--- src/rtl/bnn_scheduler.sv ---
// Inference sequencer for the BNN core. It launches the core on an armed, full
// image buffer, watches for completion with a bounded retry, and latches the class.
module bnn_scheduler #(
  parameter int TIMEOUT_CYCLES = 1024,
  parameter int MAX_RETRIES    = 1
) (
  input  logic       clk,
  input  logic       rst_n,
  input  logic       img_buffer_full,
  input  logic       bnn_enable,
  input  logic       bnn_clear,
  output logic       core_start,
  input  logic       core_done,
  input  logic [3:0] core_result,
  output logic       img_consume,
  output logic [3:0] result_out,
  output logic       result_ready,
  output logic       timeout_err,
  output logic       busy,
  output logic [7:0] infer_count
);

  typedef enum logic [2:0] {
    IDLE,
    START,
    WAIT,
    DONE,
    ERROR
  } state_t;

  localparam logic [15:0] TIMER_LAST = 16'(TIMEOUT_CYCLES - 1);

  state_t      state;
  state_t      state_next;
  logic [15:0] timer;
  logic [1:0]  retry_cnt;
  logic        hit_done;
  logic        hit_retry;
  logic        err_clear;

  // NOTE: every signal written here gets a default first, so no path can
  // leave one unassigned and infer a latch.
  always_comb begin
    state_next = state;
    hit_done   = 1'b0;
    hit_retry  = 1'b0;
    err_clear  = 1'b0;
    case (state)
      IDLE:  if (bnn_enable && img_buffer_full) state_next = START;
      START: state_next = WAIT;
      WAIT: begin
        // Done takes priority over a timeout that expires in the same cycle.
        if (core_done) begin
          hit_done   = 1'b1;
          state_next = DONE;
        end else if (timer == TIMER_LAST) begin
          if (int'(retry_cnt) < MAX_RETRIES) begin
            hit_retry  = 1'b1;
            state_next = START;
          end else begin
            state_next = ERROR;
          end
        end
      end
      DONE:  if (bnn_clear) state_next = IDLE;
      ERROR: begin
        if (bnn_clear) begin
          err_clear  = 1'b1;
          state_next = IDLE;
        end
      end
      default: state_next = IDLE;
    endcase
  end

  // NOTE: sequential state uses non-blocking assignments so every register
  // samples the pre-edge values, independent of statement order.
  always_ff @(posedge clk) begin
    if (!rst_n) begin
      state        <= IDLE;
      core_start   <= 1'b0;
      img_consume  <= 1'b0;
      result_out   <= 4'd0;
      result_ready <= 1'b0;
      timeout_err  <= 1'b0;
      busy         <= 1'b0;
      infer_count  <= 8'd0;
      timer        <= 16'd0;
      retry_cnt    <= 2'd0;
    end else begin
      state       <= state_next;
      // Outputs are derived from the next state so they line up with it.
      core_start  <= (state_next == START);
      busy        <= (state_next == START) || (state_next == WAIT);
      timeout_err <= (state_next == ERROR);
      img_consume <= hit_done || err_clear;

      if (state == START)     timer <= 16'd0;
      else if (state == WAIT) timer <= timer + 16'd1;

      if (hit_done || err_clear) retry_cnt <= 2'd0;
      else if (hit_retry)        retry_cnt <= retry_cnt + 2'd1;

      if (hit_done) begin
        result_out   <= (core_result > 4'd9) ? 4'd9 : core_result;
        result_ready <= 1'b1;
        infer_count  <= infer_count + 8'd1;
      end else if (state == DONE && bnn_clear) begin
        result_ready <= 1'b0;
      end
    end
  end

endmodule

--- config.mk ---
export PLATFORM = sky130hd
export DESIGN_NAME = bnn_scheduler
export DESIGN_NICKNAME = d
export VERILOG_FILES = /design/src/rtl/bnn_scheduler.sv
export SDC_FILE = /design/constraint.sdc
export NUM_CORES = 1
export LEC_CHECK = 0
export ABC_AREA = 1
export BUFFER_PORTS_ARGS = -buffer_cell sky130_fd_sc_hd__clkbuf_2
export CORE_ASPECT_RATIO = 2
export CORE_MARGIN = 2
export CORE_UTILIZATION = 30
export CTS_CLUSTER_DIAMETER = 150
export DETAILED_ROUTE_END_ITERATION = 7
export HOLD_SLACK_MARGIN = 0.02
export REMOVE_ABC_BUFFERS = 1
export SYNTH_ARGS = -nofsm -noshare
export SYNTH_HDL_FRONTEND = slang
export SYNTH_SLANG_ARGS = --single-unit
--- constraint.sdc ---
create_clock -name clk -period 1.8 [get_ports clk]
set_input_delay 0.09 -clock clk [delete_from_list [all_inputs] [get_ports clk]]
set_output_delay 0.09 -clock clk [all_outputs]
set_load 0.03 [all_outputs]
# Word level (Yosys, flattened, before mapping)

Index checks and enable logic that the tools add are counted.

Register bits after elaboration: 38
Bits of input ports: 10
Output and inout bits: 17
Logic and storage cells: 50

Add/subtract/negate cells: 3
Magnitude comparators: 2
Equal/unequal tests: 8
Multiplexer cells: 17
Bitwise logic cells: 1
Reduce and logical (&&, ||, !) cells: 9

Operators with widths:

| cell                    | number |
|---|---|
| $add A16 B1 Y16 const B | 1 |
| $eq A16 B10 Y1 const B  | 1 |
| $mux W3                 | 5 |
| $pmux W3 S4             | 1 |
| $mux W1                 | 10 |
| $eq A3 B2 Y1 const B    | 3 |
| $add A8 B1 Y8 const B   | 1 |
| $eq A3 B1 Y1 const B    | 2 |
| $eq A3 B3 Y1 const B    | 2 |
| $reduce_or A2 Y1        | 3 |
| $gt A4 B4 Y1 const B    | 1 |
| $mux W4                 | 1 |
| $logic_not A3 Y1        | 1 |
| $add A2 B1 Y2 const B   | 1 |
| $logic_and A1 B1 Y1     | 2 |
| $logic_or A1 B1 Y1      | 2 |
| $lt A2 B1 Y1 const B    | 1 |
| $reduce_bool A2 Y1      | 1 |
| $not A1 Y1              | 1 |

# Depth between registers and ports, before layout

Gate-level depths: netlist of the first run.

Word-level depth: 7
Mapped depth: 9
Gate-level depth less buffers: 9

# Worst setup path before layout of the first run

OpenSTA, ideal clock, no wires.

Kind: register to register
Start point: register timer[0]
End point: register timer[12]
Library setup time: 0.116 ns
Arrival time: 1.319 ns
Required time: 1.684 ns
Path slack: 0.364 ns
Cell stages (with the launch flop): 9
Path buffers: 0
Clock period less this slack: 1.436 ns
Path through: dfxtp_1 > ha_1 > nand3_1 > nor2_2 > nand2_1 > nor2_1 > nand2_1 > o21ai_1 > a21oi_1

Word-level cells in the longest chain between the ends: 1

RTL lines:

| element                  | line | source |
|---|---|---|
| start: declaration       | 35   | `logic [15:0] timer;` |
| start signal: assignment | 99   | `else if (state == WAIT) timer <= timer + 16'd1;` |
| $add A16 B1 Y16          | 99   |  |

No other way between the ends.
A chain may end at the register's enable or synchronous reset.

# Final worst setup path of the first run

Ends and elaborated chain as after synthesis.

==> results.json, run 1 <==
{
  "cts_tree": "done",
  "ys.flop_type": "dfxtp_1",
  "skew_ns": 0.004777,
  "synth-seq-cells": 38,
  "required_ns": 1.97,
  "drt_iter0_drc": 21,
  "rows": 40,
  "grt_pass1_wl_um": 7569,
  "antenna_cells": 0,
  "cts_root_buffer": "clkbuf_16",
  "vias": 1792,
  "cp_common_cell": "nand2_1",
  "finalInstanceArea_um2": 2222,
  "die_w_um": 59.84,
  "ctsHoldBuffers": 0,
  "drive_gt1_frac": 0.1564,
  "critPathLaunch": "timer[0]",
  "grt_pass1_vias": 1800,
  "register_area_um2": 760.7,
  "hold_path_startpoint": "core_result[0]",
  "dp_cells": 363,
  "finalWirelength_um": 4375,
  "synthArstFlopShare": 0,
  "rsz0062_at_grt": "no",
  "detail-route-antenna-nets": 0,
  "cpLargestDelayFamily": "simple AND/OR/NAND/NOR gates",
  "multi_input_area_um2": 940.9,
  "fin_util": 0.3700,
  "antenna_found_initial": 0,
  "status": "finished clean",
  "drt-wirelength-per-cell_um": 11.82,
  "grt_max_degree": 12,
  "overflow": 0,
  "worst_slew_pin_slew_ns": 0.3291,
  "worstReg2RegStart": "timer[0]",
  "ys_seq_area_frac": 0.4067,
  "max_cap_violations": 0,
  "dp_hpwl_um": 3566,
  "initial_core_util": 0.3115,
  "netlist_area_um2": 1871,
  "path_depth": 8,
  "io_buffers": 26,
  "synth_cell_types": 31,
  "n_fill_cell": 650,
  "drc": 0,
  "clk_pin_slew_ns": 0.06,
  "die_area_um2": 6921,
  "slew_headroom": 0.7787,
  "cp_slowest_cell": "dfxtp_1",
  "path_buf_inv": 0,
  "die_y_um": 115.7,
  "fin_cells": 370,
  "clock-sinks": 38,
  "fin_nets": 320,
  "critical_path.max_fanout": 5,
  "numCtsBuffers": 5,
  "area_growth_pct": 18.80,
  "critPathArrivalTime_ns": 1.74,
  "crit_path_max_incr_delay_ns": 0.40,
  "min_period_ns": 1.566,
  "cp-start-kind": "flop",
  "drv_slew": 0,
  "peakVddDrop_mv": 0.4759,
  "syn-mean-instance-area_um2": 6.827,
  "hold_depth": 3,
  "fp.coreArea_um2": 6006,
  "synth_edf_count": 0,
  "endpoint_kind": "flop",
  "gp_congestion": 0.8584,
  "setup_viol": 0,
  "hp-class": "input pin to flop",
  "gr-usage-all-layers": 0.1433,
  "syn_inst": 274,
  "h-tree-depth": 2,
  "clk-insertion-delay-late_ns": 0.28,
  "yosysWarnings": 0,
  "cp_cell_sequence": "ha_1 -> nand3_1 -> nor2_4 -> nand2_1 -> nor2_1 -> nand2_1 -> o21ai_1 -> a21oi_1",
  "hold_violations": 0,
  "post_drt_via_cell_ratio": 4.843,
  "power_density_nw_per_um2": 865.0,
  "dr.pass1.iters": 4,
  "clk_path_buf_depth": 2,
  "leakage_nw": 0.9779,
  "fmax_mhz": 638.4,
  "r2r_cells": 8,
  "min_period_over_period": 0.8702,
  "ios": 27,
  "dpl_cell_area_um2": 2082,
  "setup_tns_ns": 0,
  "crit_type": "flop to flop"
}
==> worst reg2reg max path: stages (launching register included) <==
cell	delay, ns
dfxtp_1	0.40
ha_1	0.23
nand3_1	0.15
nor2_4	0.17
nand2_1	0.11
nor2_1	0.14
nand2_1	0.08
o21ai_1	0.12
a21oi_1	0.05
==> cell usage after synthesis (2+ instances only) <==
master	count	area (µm²)
nand2_1	67	251.5
dfxtp_1	38	760.7
nor2_1	36	135.1
inv_1	35	131.4
a21oi_1	23	115.1
nand3_1	17	85.08
o21ai_0	11	55.05
nor3_1	7	35.03
nand4_1	4	25.02
nor2_2	4	25.02
xor2_1	4	35.03
ha_1	3	37.54
nor3b_1	3	22.52
clkinv_1	2	7.510
inv_2	2	7.510
o21ai_1	2	10.01
or2_0	2	12.51
==> flip-flops by register name, indices dropped and copies added (netlist names) <==
name / flops
timeout_err: 1
state: 3
infer_count: 8
result_ready: 1
busy: 1
core_start: 1
result_out: 4
retry_cnt: 2
timer: 16
img_consume: 1
==> layer usage <==
metal  up-vias  GRT usage  routed length (µm)
met5         -          0                   0
met1       804     0.1259                1544
li1        937          -                   -
met2        36     0.2848                2525
met3        15    0.01674                 100
met4         0    0.08593                 205
==> power by group <==
group,switching (W),internal (W),total (W)
logic,0.000146,0.0000649,0.000211
registers,0.0000202,0.000869,0.000889
clock network,0.000323,0.000499,0.000822
==> through the flow <==
| step | worst slack, ns | total power, W | hold WS, ns |
|---|---|---|---|
| 2_1_floorplan | 0.2151 | 0.001039 | 0.2061 |
| 4_1_cts | 0.1965 | 0.001953 | 0.02945 |
| 3_5_place_dp | 0.2065 | 0.001120 | 0.3297 |
| 6_report | 0.2336 | 0.001922 | 0.03180 |
| 3_3_place_gp | 0.2228 | 0.001120 | 0.3185 |
| 5_1_grt | 0.02015 | 0.001995 | 0.05936 |
==> repair_timing <==
| action | CTS | global route |
|---|---|---|
| buffers inserted | 0 | 0 |
| gates resized for setup | 0 | 1 |
| endpoints found under the setup margin | 0 | 1 |
==> cell type report <==
cell class,count,area share
tap,63,0.03547
sequential,38,0.3423
clock inverter,2,0.004505
inverter,39,0.06588
clock buffer,5,0.05631
multi-input combinational,193,0.4234
timing repair buffer,30,0.07207
==> kinds of logic (layout without fill, tap and decap cells) <==
kind of cell | count (synthesis) | count (layout) | synth area share
and+or+nand+nor | 146 | 146 | 0.3492
buffers and inverters | 43 | 76 | 0.09298
AOI/OAI and AO/OA | 39 | 39 | 0.1077
DFF | 38 | 38 | 0.4067
xor gates and xnor gates | 5 | 5 | 0.02341
adders and majority gates | 3 | 3 | 0.02007
==> path summary, 6_finish.rpt <==
path	slack, ns	end
min reg2reg	0.46	result_out[3]
min	0.03	result_out[0]
max reg2reg	0.23	timer[12]
max	0.23	timer[12]
==> placed cells by master (no fill, tap or decap), drive strengths merged <==
| cell type | count |
|---|---|
| a21oi | 23 |
| a31oi | 1 |
| and3 | 1 |
| buf | 4 |
| clkbuf | 31 |
| clkinv | 4 |
| dfxtp | 38 |
| ha | 3 |
| inv | 37 |
| nand2 | 68 |
| nand3 | 18 |
| nand4 | 5 |
| nor2 | 41 |
| nor3 | 7 |
| nor3b | 3 |
| o21a | 1 |
| o21ai | 13 |
| o31ai | 1 |
| or2 | 3 |
| xnor2 | 1 |
| xor2 | 4 |
Power figures use the tool's default switching activity.
==> run 2: changes to the inputs <==
--- a/config.mk
+++ b/config.mk
@@ -6,12 +6,12 @@
 export NUM_CORES = 1
 export LEC_CHECK = 0
 export ABC_AREA = 1
-export BUFFER_PORTS_ARGS = -buffer_cell sky130_fd_sc_hd__clkbuf_2
 export CORE_ASPECT_RATIO = 2
 export CORE_MARGIN = 2
 export CORE_UTILIZATION = 30
 export CTS_CLUSTER_DIAMETER = 150
 export DETAILED_ROUTE_END_ITERATION = 7
+export DONT_BUFFER_PORTS = 1
 export HOLD_SLACK_MARGIN = 0.02
 export REMOVE_ABC_BUFFERS = 1
 export SYNTH_ARGS = -nofsm -noshare
==> run 2 against run 1 <==
Against the previous run:
- critical path depth unchanged
- die area unchanged
- combinational power decreased by 23%
- clock skew decreased by 0.0023 ns
- register-to-register slack got worse by 0.02 ns
- largest cell class unchanged
- largest power group unchanged
- highest routed layer unchanged
==> results.json, run 2 (same netlist as run 1, synthesis figures left out) <==
{
  "largest_reg_flops": 16,
  "antenna_cells": 0,
  "area_growth_pct": 16.52,
  "drive_gt1_frac": 0.08904,
  "clkPwrFrac": 0.432,
  "rsz0062_at_grt": "no",
  "grt_max_degree": 11,
  "final_common_cell": "nand2_1",
  "clk_path_buf_depth": 2,
  "critical_path.max_fanout": 5,
  "gp_congestion": 0.8938,
  "critPathArrivalTime_ns": 1.75,
  "grt_pass1_wl_um": 7196,
  "reg_top3": "timer: 16 flops, infer_count: 8 flops, result_out: 4 flops",
  "cts_root_buffer": "clkbuf_16",
  "fmax_mhz": 630.6,
  "detail-route-antenna-nets": 0,
  "pwr-share-comb": 0.085,
  "clk_pin_slew_ns": 0.05,
  "drt_iter0_drc": 30,
  "power_density_nw_per_um2": 876.7,
  "fin_ws_ns": 0.2141,
  "post-place-ws_ns": 0.2056,
  "ios": 27,
  "fin_util": 0.3629,
  "fp.coreArea_um2": 6006,
  "worst_slew_pin_slew_ns": 0.3727,
  "status": "finished clean",
  "switching_power_w": 0.0004789,
  "numCtsBuffers": 5,
  "drt-wirelength-per-cell_um": 12.47,
  "min_period_over_period": 0.8810,
  "h-tree-depth": 2,
  "clk-insertion-delay-late_ns": 0.28,
  "cp_cell_sequence": "ha_1 -> nand3_1 -> nor2_2 -> nand2_1 -> nor2_1 -> nand2_1 -> o21ai_1 -> a21oi_1",
  "antenna_found_initial": 0,
  "rows": 40,
  "skew_ns": 0.002450,
  "slew_headroom": 0.7512,
  "required_ns": 1.97,
  "drv_slew": 0,
  "setup_viol": 0,
  "leakage_nw": 0.9100,
  "initial_core_util": 0.3115,
  "cpLargestDelayFamily": "simple AND/OR/NAND/NOR gates",
  "grt_pass1_vias": 1715,
  "hold_violations": 0,
  "setup_tns_ns": 0,
  "vias": 1723,
  "min_period_ns": 1.586,
  "cp_slowest_cell": "dfxtp_1",
  "overflow": 0,
  "endpoint_kind": "flop",
  "peakVddDrop_mv": 0.5793,
  "path_buf_inv": 0,
  "dp_hpwl_um": 3405,
  "dr.pass1.iters": 4,
  "hp-class": "input pin to flop",
  "cts_tree": "done",
  "cp_common_cell": "nand2_1",
  "crit_type": "flop to flop",
  "swShare": 0.2506,
  "crit_path_max_incr_delay_ns": 0.40,
  "register_area_um2": 760.7,
  "cp-start-kind": "flop",
  "hold-worst-slack_ns": 0.06416,
  "die_area_um2": 6921,
  "finalPower_w": 0.001911,
  "n_fill_cell": 642,
  "io_buffers": 0,
  "power.internal_w": 0.001432,
  "die_w_um": 59.84,
  "drc": 0,
  "finalWirelength_um": 4427,
  "seqPwrFrac": 0.483,
  "clock-sinks": 38,
  "gr-usage-all-layers": 0.1384,
  "fin_nets": 305,
  "largest-register": "timer",
  "die_y_um": 115.7,
  "max_cap_violations": 0,
  "multi_input_area_um2": 935.9,
  "final_cell_mix": "nand2_1 (67), dfxtp_1 (38), nor2_1 (36)",
  "post_drt_via_cell_ratio": 4.854
}
==> run 2: cell types whose count changed in the layout (fill, tap and decap cells not counted), sizes merged <==
cell         before  now
dlygate4sd3       0    5
clkbuf           31    7
buf               4   10
clkinv            4    2
==> run 2: what timing repair did <==
| action | 4_1_cts | 5_1_grt |
|---|---|---|
| gates resized for setup | 0 | 0 |
| buffers inserted | 0 | 0 |
| hold buffers | 5 | 0 |
| hold endpoints to repair | 13 | 0 |
==> run 2: power by group through the flow <==
stage	combinational [W]	clock [W]	sequential, W
6_report	0.000162	0.000825	0.000924
5_1_grt	0.000183	0.000878	0.000927
4_1_cts	0.000165	0.000848	0.000924
3_5_place_dp	0.000152	0	0.000942
3_3_place_gp	0.000153	0	0.000941
2_1_floorplan	0.000100	0	0.000939
==> run 2: stage by stage <==
| step | instance area [µm²] | cells |
|---|---|---|
| floorplan | 1843 | 270 |
| CTS | 2180 | 355 |
| detailed placement | 1997 | 343 |
| global placement | 1997 | 343 |
| finish | 2180 | 355 |
| global route | 2180 | 355 |
==> run 2: worst paths after layout <==
kind	cells past startpoint	slack, ns	end	start
max	8	0.21	timer[12]	timer[0]
min	2	0.06	result_out[0]	core_result[2]
max reg2reg	8	0.21	timer[12]	timer[0]
min reg2reg	2	0.47	infer_count[5]	infer_count[5]
==> run 2: routing by layer <==
layer | share of wire | GRT usage | up-vias
met5 | 0 | 0 | -
met4 | 0.043 | 0.09037 | 0
met3 | 0.040 | 0.03125 | 15
met2 | 0.56 | 0.2630 | 40
met1 | 0.35 | 0.1203 | 765
li1 | - | - | 903
==> run 2: cell type report <==
type | instances | area share
Tap cell | 63 | 0.03617
Clock buffer | 7 | 0.06085
Multi-Input combinational cell | 193 | 0.4294
Sequential cell | 38 | 0.3490
Timing Repair Buffer | 15 | 0.05741
Inverter | 39 | 0.06716
